## config.mk

```make
export PLATFORM = sky130hd
export DESIGN_NAME = hazard_ctrl
export DESIGN_NICKNAME = d
export VERILOG_FILES = /design/src/rtl/wisc_hzd_pkg.sv /design/src/rtl/hzd_match.sv /design/src/rtl/hazard_ctrl.sv
export SDC_FILE = /design/constraint.sdc
export NUM_CORES = 1
export LEC_CHECK = 0
export CORE_MARGIN = 3
export CORE_UTILIZATION = 39
export DETAILED_ROUTE_END_ITERATION = 10
export PLACE_DENSITY_LB_ADDON = 0.25
export SLEW_MARGIN = 40
export SYNTH_ARGS = -nofsm -noshare
export SYNTH_HDL_FRONTEND = slang
export SYNTH_HIERARCHICAL = 1
export SYNTH_SLANG_ARGS = --single-unit
export TNS_END_PERCENT = 100
```

## constraint.sdc

```tcl
create_clock -name clk -period 7.85 [get_ports clk]
set_input_delay 1.57 -clock clk [delete_from_list [all_inputs] [get_ports clk]]
set_output_delay 1.57 -clock clk [all_outputs]
set_load 0.02 [all_outputs]
```

## src/rtl/wisc_hzd_pkg.sv

```systemverilog
// Shared types and widths for the hazard controller: FSM state encoding,
// stall counter width, register address width and statistics counter width.
package wisc_hzd_pkg;

    localparam int STALL_W    = 2;
    localparam int REG_ADDR_W = 3;
    localparam int STATS_W    = 16;

    typedef enum logic [1:0] {
        ST_RUN    = 2'd0,
        ST_STALL  = 2'd1,
        ST_FREEZE = 2'd2
    } hzd_state_e;

    function automatic logic [STALL_W-1:0] stall_max(
        input logic [STALL_W-1:0] a,
        input logic [STALL_W-1:0] b
    );
        stall_max = (a > b) ? a : b;
    endfunction

endpackage

```

## src/rtl/hzd_match.sv

```systemverilog
// Register address comparisons between the ID instruction and the producers
// sitting in EX and MEM; r0 is compared like any other register.
module hzd_match
    import wisc_hzd_pkg::*;
(
    input  logic [REG_ADDR_W-1:0] id_rs_addr,
    input  logic [REG_ADDR_W-1:0] id_rt_addr,
    input  logic                  id_uses_rs,
    input  logic                  id_uses_rt,
    input  logic                  id_mem_write,
    input  logic                  id_branch,
    input  logic                  id_jr_jalr,
    input  logic [REG_ADDR_W-1:0] ex_rd_addr,
    input  logic [REG_ADDR_W-1:0] mem_rd_addr,
    input  logic                  ex_reg_write,
    input  logic                  ex_mem_read,
    input  logic                  mem_reg_write,
    input  logic                  mem_mem_read,
    output logic                  load_use,
    output logic                  br_ex_alu,
    output logic                  br_ex_load,
    output logic                  br_mem_load
);

    logic rs_eq_ex;
    logic rt_eq_ex;
    logic rs_eq_mem;
    logic is_br;
    logic rt_read;

    assign rs_eq_ex  = (id_rs_addr == ex_rd_addr);
    assign rt_eq_ex  = (id_rt_addr == ex_rd_addr);
    assign rs_eq_mem = (id_rs_addr == mem_rd_addr);
    assign is_br     = id_branch | id_jr_jalr;
    // Stores read Rt as their data operand even when the decoder says no Rt use.
    assign rt_read   = id_uses_rt | id_mem_write;

    assign load_use    = ex_mem_read & ex_reg_write &
                         ((id_uses_rs & rs_eq_ex) | (rt_read & rt_eq_ex));
    assign br_ex_alu   = is_br & rs_eq_ex & ex_reg_write & ~ex_mem_read;
    assign br_ex_load  = is_br & rs_eq_ex & ex_reg_write & ex_mem_read;
    assign br_mem_load = is_br & rs_eq_mem & mem_mem_read & mem_reg_write;

endmodule

```

## src/rtl/hazard_ctrl.sv

```systemverilog
// Pipeline hazard controller: stall/bubble/flush/freeze FSM with a stall counter.
// Define HAZARD_STATS_EN to add saturating stall_cycles and flush_count outputs.
module hazard_ctrl
    import wisc_hzd_pkg::*;
(
    input  logic                  clk,
    input  logic                  rst_n,
    input  logic [REG_ADDR_W-1:0] ID_rs_addr,
    input  logic [REG_ADDR_W-1:0] ID_rt_addr,
    input  logic                  ID_uses_rs,
    input  logic                  ID_uses_rt,
    input  logic                  ID_mem_write,
    input  logic                  branch,
    input  logic                  JR_JALR,
    input  logic                  branch_taken,
    input  logic [REG_ADDR_W-1:0] EX_rd_addr,
    input  logic [REG_ADDR_W-1:0] MEM_rd_addr,
    input  logic                  EX_reg_write,
    input  logic                  EX_mem_read,
    input  logic                  MEM_reg_write,
    input  logic                  MEM_mem_read,
    input  logic                  mem_stall,
    output logic                  PC_hold,
    output logic                  IF_ID_hold,
    output logic                  ID_EX_bubble,
    output logic                  IF_ID_flush,
    output logic                  ID_EX_hold,
    output logic                  EX_MEM_hold,
`ifdef HAZARD_STATS_EN
    output logic [STATS_W-1:0]    stall_cycles,
    output logic [STATS_W-1:0]    flush_count,
`endif
    output logic [1:0]            hzd_state
);

    logic load_use;
    logic br_ex_alu;
    logic br_ex_load;
    logic br_mem_load;

    hzd_match u_match (
        .id_rs_addr   (ID_rs_addr),
        .id_rt_addr   (ID_rt_addr),
        .id_uses_rs   (ID_uses_rs),
        .id_uses_rt   (ID_uses_rt),
        .id_mem_write (ID_mem_write),
        .id_branch    (branch),
        .id_jr_jalr   (JR_JALR),
        .ex_rd_addr   (EX_rd_addr),
        .mem_rd_addr  (MEM_rd_addr),
        .ex_reg_write (EX_reg_write),
        .ex_mem_read  (EX_mem_read),
        .mem_reg_write(MEM_reg_write),
        .mem_mem_read (MEM_mem_read),
        .load_use     (load_use),
        .br_ex_alu    (br_ex_alu),
        .br_ex_load   (br_ex_load),
        .br_mem_load  (br_mem_load)
    );

    hzd_state_e         state_q, state_d;
    hzd_state_e         prev_state_q, prev_state_d;
    hzd_state_e         eff_state;
    logic [STALL_W-1:0] stall_left_q, stall_left_d;
    logic [STALL_W-1:0] need;
    logic [STALL_W-1:0] need_lu;
    logic [STALL_W-1:0] need_br_ex;
    logic [STALL_W-1:0] need_br_mem;

    always_comb begin
        need_lu     = load_use ? STALL_W'(1) : '0;
        need_br_ex  = br_ex_load ? STALL_W'(2) : (br_ex_alu ? STALL_W'(1) : '0);
        need_br_mem = br_mem_load ? STALL_W'(1) : '0;
        need        = stall_max(stall_max(need_lu, need_br_ex), need_br_mem);
    end

    // Leaving FREEZE takes effect in the same cycle mem_stall drops, so the held
    // ID instruction never slips past an unfinished stall.
    always_comb begin
        eff_state = state_q;
        if (state_q == ST_FREEZE) begin
            eff_state = (stall_left_q != '0) ? ST_STALL : prev_state_q;
        end
    end

    always_comb begin
        state_d      = state_q;
        prev_state_d = prev_state_q;
        stall_left_d = stall_left_q;
        PC_hold      = 1'b0;
        IF_ID_hold   = 1'b0;
        ID_EX_bubble = 1'b0;
        IF_ID_flush  = 1'b0;
        ID_EX_hold   = 1'b0;
        EX_MEM_hold  = 1'b0;

        if (mem_stall) begin
            PC_hold     = 1'b1;
            IF_ID_hold  = 1'b1;
            ID_EX_hold  = 1'b1;
            EX_MEM_hold = 1'b1;
            state_d     = ST_FREEZE;
            if (state_q != ST_FREEZE) begin
                prev_state_d = state_q;
            end
        end else begin
            case (eff_state)
                ST_STALL: begin
                    PC_hold      = 1'b1;
                    IF_ID_hold   = 1'b1;
                    ID_EX_bubble = 1'b1;
                    if (stall_left_q <= STALL_W'(1)) begin
                        stall_left_d = '0;
                        state_d      = ST_RUN;
                    end else begin
                        stall_left_d = stall_left_q - STALL_W'(1);
                        state_d      = ST_STALL;
                    end
                end
                default: begin
                    if (need != '0) begin
                        PC_hold      = 1'b1;
                        IF_ID_hold   = 1'b1;
                        ID_EX_bubble = 1'b1;
                        stall_left_d = need - STALL_W'(1);
                        state_d      = (need > STALL_W'(1)) ? ST_STALL : ST_RUN;
                    end else begin
                        IF_ID_flush  = branch_taken;
                        stall_left_d = '0;
                        state_d      = ST_RUN;
                    end
                end
            endcase
        end
    end

    always_ff @(posedge clk or negedge rst_n) begin
        if (!rst_n) begin
            state_q      <= ST_RUN;
            prev_state_q <= ST_RUN;
            stall_left_q <= '0;
        end else begin
            state_q      <= state_d;
            prev_state_q <= prev_state_d;
            stall_left_q <= stall_left_d;
        end
    end

    assign hzd_state = state_q;

`ifdef HAZARD_STATS_EN
    logic [STATS_W-1:0] stall_cycles_q, stall_cycles_d;
    logic [STATS_W-1:0] flush_count_q, flush_count_d;

    always_comb begin
        stall_cycles_d = stall_cycles_q;
        flush_count_d  = flush_count_q;
        if (ID_EX_bubble && (stall_cycles_q != '1)) begin
            stall_cycles_d = stall_cycles_q + STATS_W'(1);
        end
        if (IF_ID_flush && (flush_count_q != '1)) begin
            flush_count_d = flush_count_q + STATS_W'(1);
        end
    end

    always_ff @(posedge clk or negedge rst_n) begin
        if (!rst_n) begin
            stall_cycles_q <= '0;
            flush_count_q  <= '0;
        end else begin
            stall_cycles_q <= stall_cycles_d;
            flush_count_q  <= flush_count_d;
        end
    end

    assign stall_cycles = stall_cycles_q;
    assign flush_count  = flush_count_q;
`endif

endmodule
```

==> results.ini <==
[yosys]
ys_async_sr_fraction_pct=100
ys_seq_area_share_pct=26.7
synth_top_area_share_pct=26.7
synthFlopType=dfrtp_1
yosys_warnings=6
syn_inst=63
synth_edf_count=0
synthTopCellsByArea=dfrtp_1 27%, xnor2_1 11%, a2111oi_4 4.9%
synth_most_common_cell=xnor2_1
syn_area_um2=563
synth_top_cell_by_area=dfrtp_1
synth_seq_cells=6
synth_cell_type_count=27
avgSynthCellArea_um2=8.94
synthTopCellsByCount=7 x xnor2_1, 6 x dfrtp_1, 6 x nor2_1, 5 x inv_1
synth_fp_nets=90

[drt]
vias=552
drcViolationCount=0
avgViaCountPerCell=5.06
postRouteAntennaNets=0
routedWlPerCell_um=12.5
wirelength_um=1370
drt_iter0_drc=11
first_pass_iters=4

[die]
die_h_um=44.0
die_area_um2=1940
core_um2=1330
placementRows=13
die_w_um=44.0
ios=33
start_util_pct=42.2

[global_routing]
grt_pass1_vias=562
antenna_found_initial=0
use_met1_pct=17.0
grt_pass1_wl_um=2280
grt_usage_pct=15.8
busiest_layer=met2
grt_max_degree=14
met3_usage_pct=1.66
grt.overflow.total=0
met2_usage_pct=30.2

[sta]
hold_ws_ns=0.515
setup_tns_ns=0
skew_ns=0.000879
hold_violations=0
worst_pin_slew_ns=0.498
rsz0062_at_grt=no
setup_ws_ns=0.773
relSlewSlack_pct=66.7
maxSlewViolCount=0
setup_violations=0
fin_crit_ns=7.08
clock.fmax_mhz=141
period_share_pct=90.1

[layout]
area_delta_synth_final_pct=59.6
drive_gt1_share_pct=8.51
fin_util_pct=67.4
fin_nets=123
antenna_cells=0

[hold_path]
hold_end=prev_state_q[0]
whs_path_depth=1
worstHoldPathType=flop to flop
min_from=prev_state_q[0]

[critical_path]
rr_worst_depth=4
critPathKind=input pin to output pin
critPathCaptureType=output pin
r2r_start=prev_state_q[1]
crit_fanout=3
required_ns=6.28
rr_endpoint=stall_left_q[0]
startpoint_type=input pin
r2r_slack_ns=6.49
arrival_ns=5.51

[status]
status=finished clean

[placement]
dp_slack_ns=0.762
dp_hpwl_um=1190
io_buffers=32
gp_congestion=0.733

[run]
cap_violations=0

[clock_tree]
ctsResizeCount=0
root_buffer=clkbuf_4
clkTransAtPathRegs_ns=0.04
post_cts_buffers=0
cts_max_level=1
cts_sinks=6
worst_skew_pair.late_latency_ns=0.23
cts_buffer_depth=2
cts_tree=done
holdBufCountCts=0
cts_buffers=3

[power_and_ir_drop]
vdd_drop_max_v=0.0000752
p_per_area_nw_per_um2=105
p_leak_nw=0.355

## critical path, cell delays in order
cell	delay [ns]
clkdlybuf4s50_1	0.45
xnor2_1	0.25
o2111ai_1	0.19
nor3b_2	0.20
nor2b_1	0.16
ha_1	0.24
nor2_1	0.11
mux2i_1	0.10
nor2_1	0.26
inv_1	0.08
ha_1	0.32
o21ai_0	0.18
nand2_1	0.07
or3_4	0.35
a2111oi_4	0.32
clkdlybuf4s50_1	0.66
## cells in the final DEF, fill, tap and decap left out, types with 3 or more instances in the layout
cell,count
a21oi_1,4
inv_1,5
clkdlybuf4s50_1,32
xor2_1,3
nor2_1,6
nor2b_1,3
nand2_1,4
o2111ai_1,3
dfrtp_1,6
clkbuf_4,3
xnor2_1,7
## power breakdown
| part | internal, mW | total, mW | switching, mW |
|---|---|---|---|
| clock | 0.0172 | 0.0265 | 0.00933 |
| combinational | 0.0212 | 0.0356 | 0.0143 |
| sequential | 0.0318 | 0.0325 | 0.000680 |
| total | 0.0702 | 0.0946 | 0.0243 |
## through the flow
step           power, mW  instance area (µm²)  std cells
2_1_floorplan     0.0496                  563         63
3_3_place_gp      0.0679                  876        106
4_1_cts           0.0965                  898        109
3_5_place_dp      0.0686                  876        106
5_1_grt            0.101                  898        109
6_report          0.0946                  898        109
## registers in the layout, indices dropped and copies added, names as in the netlist
register      count
hzd_state         2
prev_state_q      2
stall_left_q      2
## layer usage
| metal | routed length (µm) | part of all wire (%) |
|---|---|---|
| met5 | 0 | 0 |
| met1 | 553 | 40 |
| met2 | 765 | 56 |
| met3 | 47 | 3.4 |
| met4 | 0 | 0 |
## cell type report
| type | count | area [µm²] |
|---|---|---|
| timing repair buffer | 32 | 320 |
| sequential | 6 | 150 |
| fill | 121 | 435 |
| tap | 15 | 18.8 |
| inverter | 5 | 18.8 |
| multi-input combinational | 48 | 368 |
| clock buffer | 3 | 22.5 |
## kinds of logic after synthesis
kind of cell | after synthesis | synth area share [%]
compound gates | 15 | 23.3
buf+inv | 9 | 8.00
fa+ha+maj | 2 | 4.44
simple gates | 19 | 18.2
flops | 6 | 26.7
mux | 2 | 3.78
xor+xnor | 10 | 15.6
## worst max-delay path by stage
stage	start	endpoint	slack, ns	depth (start not counted)
global placement	ID_rs_addr[0]	IF_ID_flush	0.86	16
floorplan	EX_rd_addr[2]	PC_hold	1.92	15
detailed placement	ID_rs_addr[0]	IF_ID_flush	0.76	16
finish	ID_rs_addr[0]	IF_ID_flush	0.77	16
CTS	ID_rs_addr[0]	IF_ID_flush	0.75	16
global route	EX_rd_addr[2]	IF_ID_flush	0.51	16
Note: power is estimated with default switching activity, not from simulation.
